## config.mk

```make
export PLATFORM = sky130hd
export DESIGN_NAME = stick_conditioner
export DESIGN_NICKNAME = d
export VERILOG_FILES = /design/src/rtl/stick_pkg.sv /design/src/rtl/stick_axis.sv /design/src/rtl/stick_conditioner.sv
export SDC_FILE = /design/constraint.sdc
export NUM_CORES = 1
export LEC_CHECK = 0
export CORE_ASPECT_RATIO = 0.8
export CORE_MARGIN = 1.5
export CORE_UTILIZATION = 29
export CTS_BUF_LIST = sky130_fd_sc_hd__clkbuf_8
export DETAILED_ROUTE_END_ITERATION = 7
export PLACE_DENSITY_LB_ADDON = 0.3
export SLEW_MARGIN = 10
export SYNTH_ARGS = -nofsm -noshare
export SYNTH_HDL_FRONTEND = slang
export SYNTH_HIERARCHICAL = 1
export SYNTH_SLANG_ARGS = --single-unit
```

## constraint.sdc

```tcl
create_clock -name clk -period 3.6 [get_ports clk]
set_clock_uncertainty 0.1 [all_clocks]
set_input_delay 0.72 -clock clk [delete_from_list [all_inputs] [get_ports clk]]
set_output_delay 0.72 -clock clk [all_outputs]
set_load 0.01 [all_outputs]
```

## src/rtl/stick_pkg.sv

```systemverilog
// Shared types and constants for the joystick conditioning path.
package stick_pkg;
  localparam logic [7:0] CENTER = 8'h80;
  typedef logic [7:0] axis_t;
endpackage

```

## src/rtl/stick_axis.sv

```systemverilog
// One analog axis: snaps near-centre samples to centre, then smooths with a
// first-order IIR whose weight is 1/2^SHIFT.
module stick_axis
  import stick_pkg::*;
#(
  parameter int unsigned SHIFT    = 2,
  parameter int unsigned DEADBAND = 8
) (
  input  logic  clk,
  input  logic  rst,
  input  logic  sample_valid,
  input  logic  force_center,
  input  axis_t raw,
  output axis_t data
);
  localparam int unsigned AW = 8 + SHIFT;
  localparam logic [AW-1:0] ACC_CENTER = AW'(CENTER) << SHIFT;

  logic [AW-1:0] acc;
  logic [AW-1:0] acc_next;
  logic [8:0]    diff;
  logic [8:0]    mag;
  axis_t         snapped;

  always_comb begin
    diff     = {1'b0, raw} - {1'b0, CENTER};
    mag      = diff[8] ? (9'd0 - diff) : diff;
    snapped  = (mag <= 9'(DEADBAND)) ? CENTER : raw;
    // Peak steady value is 255<<SHIFT, so the add never wraps.
    acc_next = acc - (acc >> SHIFT) + AW'(snapped);
  end

  always_ff @(posedge clk) begin
    if (rst || force_center) begin
      acc <= ACC_CENTER;
    end else if (sample_valid) begin
      acc <= acc_next;
    end
  end

  assign data = acc[AW-1:SHIFT];
endmodule

```

## src/rtl/stick_conditioner.sv

```systemverilog
// Conditions raw PS2 stick samples: per-axis deadband + IIR, button debounce
// with press pulses, and a stale-link watchdog that forces neutral outputs.
module stick_conditioner
  import stick_pkg::*;
#(
  parameter int unsigned SHIFT    = 2,
  parameter int unsigned DEADBAND = 8,
  parameter int unsigned STABLE   = 3,
  parameter int unsigned TIMEOUT  = 4_000_000
) (
  input  logic  clk,
  input  logic  rst,
  input  logic  sample_valid,
  input  axis_t raw_l_x,
  input  axis_t raw_l_y,
  input  axis_t raw_r_x,
  input  logic  raw_circle,
  input  logic  raw_square,
  output axis_t data_l_x,
  output axis_t data_l_y,
  output axis_t data_r_x,
  output logic  circle,
  output logic  square,
  output logic  circle_press,
  output logic  square_press,
  output logic  link_ok
);
  localparam int unsigned IW = $clog2(TIMEOUT + 1);
  localparam int unsigned CW = $clog2(STABLE + 1);
  localparam logic [IW-1:0] IDLE_MAX = IW'(TIMEOUT);
  localparam logic [CW-1:0] CNT_FLIP = CW'(STABLE);

  logic [IW-1:0] idle;
  logic [IW-1:0] idle_next;
  logic          stale;

  logic [1:0]    raw_btn;
  logic [1:0]    level;
  logic [1:0]    press;
  logic [CW-1:0] cnt [2];

  // Looking at the next idle value lets a sample on the timeout cycle win.
  always_comb begin
    idle_next = idle;
    if (sample_valid) begin
      idle_next = '0;
    end else if (idle != IDLE_MAX) begin
      idle_next = idle + IW'(1);
    end
    stale = (idle_next == IDLE_MAX);
  end

  always_ff @(posedge clk) begin
    if (rst) begin
      idle    <= '0;
      link_ok <= 1'b1;
    end else begin
      idle    <= idle_next;
      link_ok <= ~stale;
    end
  end

  assign raw_btn = {raw_square, raw_circle};

  always_ff @(posedge clk) begin
    for (int unsigned i = 0; i < 2; i++) begin
      if (rst || stale) begin
        level[i] <= 1'b0;
        cnt[i]   <= '0;
        press[i] <= 1'b0;
      end else begin
        press[i] <= 1'b0;
        if (sample_valid) begin
          if (raw_btn[i] == level[i]) begin
            cnt[i] <= '0;
          end else if (cnt[i] + CW'(1) == CNT_FLIP) begin
            level[i] <= raw_btn[i];
            cnt[i]   <= '0;
            press[i] <= raw_btn[i];
          end else begin
            cnt[i] <= cnt[i] + CW'(1);
          end
        end
      end
    end
  end

  assign circle       = level[0];
  assign square       = level[1];
  assign circle_press = press[0];
  assign square_press = press[1];

  stick_axis #(.SHIFT(SHIFT), .DEADBAND(DEADBAND)) u_l_x (
    .clk(clk), .rst(rst), .sample_valid(sample_valid), .force_center(stale),
    .raw(raw_l_x), .data(data_l_x)
  );

  stick_axis #(.SHIFT(SHIFT), .DEADBAND(DEADBAND)) u_l_y (
    .clk(clk), .rst(rst), .sample_valid(sample_valid), .force_center(stale),
    .raw(raw_l_y), .data(data_l_y)
  );

  stick_axis #(.SHIFT(SHIFT), .DEADBAND(DEADBAND)) u_r_x (
    .clk(clk), .rst(rst), .sample_valid(sample_valid), .force_center(stale),
    .raw(raw_r_x), .data(data_r_x)
  );
endmodule

```

# ---- Word level (Yosys, flattened, before mapping)
# Memories as Yosys holds them, arrays and structs flattened.
# Index checks and enable logic that the tools add are counted.
dict set report word_totals {
  reg_bits 57
  latchBits 0
  mem_bits_rw 4
  romBits 0
  input_bits 29
  output_inout_bits 29
  word_cells 95
  memories 1
}
# name depth word_bits read_ports rd_ports_with_merged_regs wr line
set mem_list {}
lappend mem_list {cnt 2 2 2 0 2 stick_conditioner.sv:40} ;# logic [CW-1:0] cnt [2];
dict set report op_classes {
  n_addsub 15
  multipliers 0
  div_mod_pow 0
  magnitude_cmp 3
  eq_ne 6
  n_shift 0
  muxes 44
  n_bitwise 12
  n_reduce_logical 5
}
# op n
set op_table {}
lappend op_table {{$mux W22} 2}
lappend op_table {{$add A10 B8 Y10} 3}
lappend op_table {{$mux W1} 30}
lappend op_table {{$sub A10 B8 Y10} 3}
lappend op_table {{$le A9 B4 Y1 const B} 3}
lappend op_table {{$mux W9} 3}
lappend op_table {{$sub A1 B9 Y9 const A} 3}
lappend op_table {{$sub A8 B8 Y9 const B} 3}
lappend op_table {{$mux W8} 3}
lappend op_table {{$add A22 B1 Y22 const B} 1}
lappend op_table {{$eq A22 B22 Y1 const B} 1}
lappend op_table {{$ne A22 B22 Y1 const B} 1}
lappend op_table {{$mux W2} 6}
lappend op_table {{$reduce_or A4 Y1} 2}
lappend op_table {{$not A1 Y1} 6}
lappend op_table {{$or A1 B1 Y1} 6}
lappend op_table {{$reduce_and A3 Y1} 2}
lappend op_table {{$add A2 B1 Y2 const B} 2}
lappend op_table {{$eq A2 B2 Y1 const B} 2}
lappend op_table {{$eq A1 B1 Y1} 2}
lappend op_table {{$logic_or A1 B1 Y1} 1}

# ---- Logic depth before layout (Yosys ltp)
# Gate-level depths: netlist of the first run.
dict set report logic_depth {
  depth_word 10
  mapped_depth 14
  ltp_nobuf 14
}

# ---- By module
# The synthesis of the first run kept the hierarchy.
# mod instances cells_each area_each_um2 seq_area_each_um2
set by_module_without_submodules {}
lappend by_module_without_submodules {stick_axis 3 150 1199.9 200.2}
lappend by_module_without_submodules {stick_conditioner 1 195 1709.1 660.6}

# ---- Worst setup path before layout of the first run
# Ideal clock, no wire load.
dict set report synth_timing {
  path_kind {input port to flip-flop}
  from {input raw_l_x[6]}
  to {register u_l_x.acc[9]}
  setup_time_ps 129
  arrival_time_ps 3184
  t_required_ps 3371
  path_slack_ps 188
  stages 12
  path_buffers 0
  cell_sequence {nand4_1 -> nor2_1 -> a31oi_1 -> nand2_1 -> fa_1 -> inv_1 -> ha_1 -> a211oi_1 -> nor4b_1 -> or2_1 -> o41ai_1 -> nor3_1}
}
dict set report synth_between {
  elab_chain_len 6
}
# item line
set synth_lines {}
lappend synth_lines {{start: declaration} stick_conditioner.sv:14} ;# input axis_t raw_l_x,
lappend synth_lines {{$sub A8 B8 Y9} stick_axis.sv:26} ;# diff = {1'b0, raw} - {1'b0, CENTER};
lappend synth_lines {{$sub A1 B9 Y9} stick_axis.sv:27} ;# mag = diff[8] ? (9'd0 - diff) : diff;
lappend synth_lines {{$mux W9} stick_axis.sv:27}
lappend synth_lines {{$le A9 B4 Y1} stick_axis.sv:28} ;# snapped = (mag <= 9'(DEADBAND)) ? CENTER : raw;
lappend synth_lines {{$mux W8 (*)} stick_axis.sv:28}
lappend synth_lines {{$add A10 B8 Y10 (*)} stick_axis.sv:30} ;# acc_next = acc - (acc >> SHIFT) + AW'(snapped);
lappend synth_lines {{end signal: assignment} stick_axis.sv:37} ;# acc <= acc_next;
lappend synth_lines {{end: declaration} stick_axis.sv:19} ;# logic [AW-1:0] acc;
# Every way passes the cells marked *; elsewhere a longest branch is shown, timed or not.
# A chain may end at the register's enable or synchronous reset.

# ---- Worst setup path after layout of the first run
dict set report layout_timing {
  from {register idle[11]}
  to {register u_l_x.acc[9]}
}
dict set report layout_between {
  elab_chain_len 5
  elab_cells_between_ends 6
  cone_classes {add/sub: 1; eq/ne: 2; mux: 2; reduce/logical: 1}
}
# item line
set layout_lines {}
lappend layout_lines {{start: declaration} stick_conditioner.sv:33} ;# logic [IW-1:0] idle;
lappend layout_lines {{start signal: assignment} stick_conditioner.sv:58} ;# idle <= idle_next;
lappend layout_lines {{$add A22 B1 Y22 or $ne A22 B22 Y1 (tied branches)} {stick_conditioner.sv:48, stick_conditioner.sv:47}}
lappend layout_lines {{$mux W22 (*)} stick_conditioner.sv:47} ;# end else if (idle != IDLE_MAX) begin
lappend layout_lines {{$mux W22 (*)} stick_conditioner.sv:45} ;# if (sample_valid) begin
lappend layout_lines {{$eq A22 B22 Y1 (*)} stick_conditioner.sv:50} ;# stale = (idle_next == IDLE_MAX);
lappend layout_lines {{named net stale} stick_conditioner.sv:35} ;# logic stale;
lappend layout_lines {{$logic_or A1 B1 Y1 (*)} stick_axis.sv:34} ;# if (rst || force_center) begin
# The timed path passes the listed nets; every way through them passes the cells marked *.

==> impl_metrics.env, run 1 <==
export IMPL_synth_top_cell_area_share_pct=21.5
export IMPL_port_buffers=57
export IMPL_synthTopCellsByCount="81 x inv_1, 57 x dfxtp_1, 49 x nand2_1"
export IMPL_die_w_um=154
export IMPL_antenna_found_initial=0
export IMPL_clock_latency_ns=0.35
export IMPL_ctsHoldBuffers=0
export IMPL_grt_max_degree=71
export IMPL_drtIter0Drc=265
export IMPL_cts_path_max_buffers=2
export IMPL_synthArstFlopShare_pct=0
export IMPL_timing_hold_ws_ns=0.380
export IMPL_cts_sinks=61
export IMPL_routabilityCongestion=0.867
export IMPL_wire_per_inst_um=13.4
export IMPL_grtUsageTotal_pct=14.0
export IMPL_p_per_area_mw_per_mm2=732
export IMPL_finalHoldViolations=0
export IMPL_r2r_end="u_l_x/acc[9]"
export IMPL_r2r_start="idle[11]"
export IMPL_syn_to_final_growth_pct=30.4
export IMPL_synth_cell_type_count=65
export IMPL_path_max_fanout=8
export IMPL_synth_most_common_cell="inv_1"
export IMPL_status="complete, no violations"
export IMPL_path_class="reg -> reg"
export IMPL_grt_ovfl_total=0
export IMPL_synth_area_top_cells="dfxtp_1 21%, fa_1 9.1%, ha_1 8.0%"
export IMPL_tns_ns=0
export IMPL_totalWireLength_um=13200
export IMPL_num_antenna_cells=0
export IMPL_dp_hpwl_um=9910
export IMPL_vias=4767
export IMPL_start_kind="flip-flop"
export IMPL_viasPerCell=4.84
export IMPL_seq_area_frac_synth_pct=23.8
export IMPL_firstDrtPassIters=5
export IMPL_dieArea_sq_mm=0.0191
export IMPL_ys_seq_elements=61
export IMPL_synth_top_area_cell="dfxtp_1"
export IMPL_worstPathArrival_ns=3.67
export IMPL_syn_area_sq_mm=0.00531
export IMPL_core_sq_mm=0.0181
export IMPL_cts_tree="yes"
export IMPL_synthFlopType="dfxtp_1"
export IMPL_cp_end_kind="flip-flop"
export IMPL_hold_start="u_r_x/acc[1]"
export IMPL_yosys_warnings=6
export IMPL_hold_path_class="reg -> reg"
export IMPL_worst_r2r_path_depth=12
export IMPL_drc=0
export IMPL_avgSynthCellArea_sq_um=8.23
export IMPL_tightest_slew_ns=0.750
export IMPL_power_leakage_uw=0.00307
export IMPL_r2r_slack_ns=0.11
export IMPL_num_io_pins=58
export IMPL_drive_above_1_share_pct=20.3
export IMPL_ir_drop_mv=0.444
export IMPL_syn_num_nets=732
export IMPL_start_util_pct=29.4
export IMPL_h_tree_depth=3
export IMPL_nFillCells=1881
export IMPL_maxSlewViolCount=0
export IMPL_max_cap_violations=0
export IMPL_finalCriticalPeriod_ns=3.49
export IMPL_cts_root_buf="clkbuf_8"
export IMPL_rows=44
export IMPL_syn_instance_count=645
export IMPL_period_share_pct=97.0
export IMPL_seqCellArea_sq_mm=0.00126
export IMPL_fmax_mhz=286
export IMPL_synth_edff_count=4
export IMPL_dpl_cell_area_sq_mm=0.00648
export IMPL_multi_input_area_sq_mm=0.00365
export IMPL_grt_pass1_wl_um=21600
export IMPL_final_nets=838
export IMPL_cts_buffers=9
export IMPL_finish_instance_area_sq_mm=0.00692
export IMPL_die_h_um=124
export IMPL_setup_viol=0
export IMPL_min_to="u_r_x/acc[1]"
export IMPL_worstPathRequired_ns=3.78
export IMPL_grt_pass1_vias=4364
export IMPL_ant_nets=0
export IMPL_relSlewSlack_pct=50.0
export IMPL_cts_clk_slew_worst_paths_ns=0.07
export IMPL_min_delay_path_depth=2
## cell usage in the layout, fill, tap and decap left out, types with 8 or more instances in the layout
cell type | netlist | final
nand3b_1 | 8 | 8
clkbuf_8 | 0 | 11
fa_1 | 24 | 21
nor3_1 | 20 | 20
o21a_1 | 9 | 9
a21oi_1 | 22 | 18
dfxtp_1 | 57 | 56
mux2i_1 | 18 | 18
nand4_1 | 20 | 20
o21ai_1 | 9 | 9
ha_4 | 0 | 8
xor2_1 | 13 | 13
nor2_1 | 47 | 46
inv_1 | 81 | 81
clkdlybuf4s50_1 | 0 | 39
xnor2_1 | 15 | 15
o21ai_0 | 18 | 18
nand3_1 | 21 | 21
ha_1 | 34 | 24
dlymetal6s2s_1 | 0 | 17
nand2_1 | 49 | 49
buf_4 | 24 | 86
## critical path, cell delays in order (launching register included)
cell and delay (ns):
dfxtp_2 0.38, or4b_1 0.47, or4_4 0.48, or3_4 0.39, a211oi_2 0.24, and4_4 0.25
and2_2 0.22, or2_0 0.13, buf_4 0.16, nor3_1 0.07, o21ai_0 0.24, o41ai_2 0.12
nor3_1 0.17
## cell families (layout without fill, tap and decap cells)
logic type,after synthesis,count (layout),share of synthesized area (%)
compound gates,119,119,15.6
xor+xnor,28,28,4.62
fa+ha+maj,58,58,17.1
buf+inv,129,238,11.3
flops,61,61,23.8
mux,22,22,4.24
simple gates,228,228,23.5
## per-stage QoR
step | power, uW | setup slack (ns) | std cells | util, %
after CTS | 4790 | 0.0331 | 979 | 36.8
after detailed placement | 4190 | -0.320 | 965 | 35.9
after global routing | 5560 | -0.0483 | 984 | 38.3
after global placement | 4180 | -0.327 | 965 | 35.9
after floorplan | 3090 | 0.188 | 645 | -
final | 5070 | 0.107 | 984 | 38.3
## per-layer routing
| metal | GRT usage, % | part of all wire (%) | up-vias |
|---|---|---|---|
| met5 | 0 | 0 | - |
| met4 | 3.37 | 0.86 | 0 |
| met3 | 2.96 | 4.4 | 11 |
| met2 | 20.9 | 42 | 81 |
| met1 | 20.5 | 52 | 2223 |
| li1 | - | - | 2452 |
## sequential cells by signal, indices dropped and copies added, names as in the netlist
signal	cells
u_l_y/acc	10
cnt	4
link_ok	1
press	2
idle	22
level	2
u_l_x/acc	10
u_r_x/acc	10
## cell type report
class / instances / share of cell area [%]
Multi-Input combinational cell: 455 / 52.7
Tap cell: 230 / 4.16
Timing Repair Buffer: 143 / 18.1
Clock inverter: 3 / 0.199
Inverter: 81 / 4.39
Clock buffer: 11 / 2.19
Sequential cell: 61 / 18.2
## power breakdown
part,internal (uW),switching [uW]
combinational,1890,1660
clock,275,289
sequential,801,152
## what timing repair did
action	CTS	global route
buffers inserted	0	5
endpoints found under the setup margin	1	14
pin swaps	0	24
gates resized for setup	1	49
## how the worst max path moves through the flow
stage | endpoint | depth (start not counted) | from | slack (ns)
after floorplan | u_l_x/acc[9] | 12 | raw_l_x[6] | 0.19
after global placement | u_r_x/acc[9] | 14 | raw_r_x[6] | -0.33
after detailed placement | u_l_y/acc[9] | 14 | raw_l_y[6] | -0.32
after CTS | u_l_y/acc[9] | 11 | idle[11] | 0.03
after global routing | u_l_x/acc[9] | 12 | idle[11] | -0.05
final | u_l_x/acc[9] | 12 | idle[11] | 0.11
No activity file was read; power rests on OpenSTA's default activity.
==> inputs of run 2 (changes only) <==
--- a/config.mk
+++ b/config.mk
@@ -5,6 +5,7 @@
 export SDC_FILE = /design/constraint.sdc
 export NUM_CORES = 1
 export LEC_CHECK = 0
+export ABC_CLOCK_PERIOD_IN_PS = 3600
 export CORE_ASPECT_RATIO = 0.8
 export CORE_MARGIN = 1.5
 export CORE_UTILIZATION = 29
==> results of run 2 <==
The final DEF is identical to that of run 1; final timing and power are the same.
==> inputs of run 3 (changes only) <==
--- a/config.mk
+++ b/config.mk
@@ -10,6 +10,7 @@
 export CORE_MARGIN = 1.5
 export CORE_UTILIZATION = 29
 export CTS_BUF_LIST = sky130_fd_sc_hd__clkbuf_8
+export CTS_CLUSTER_SIZE = 16
 export DETAILED_ROUTE_END_ITERATION = 7
 export PLACE_DENSITY_LB_ADDON = 0.3
 export SLEW_MARGIN = 10
==> results of run 3 <==
The final DEF is identical to that of run 1; final timing and power are the same.
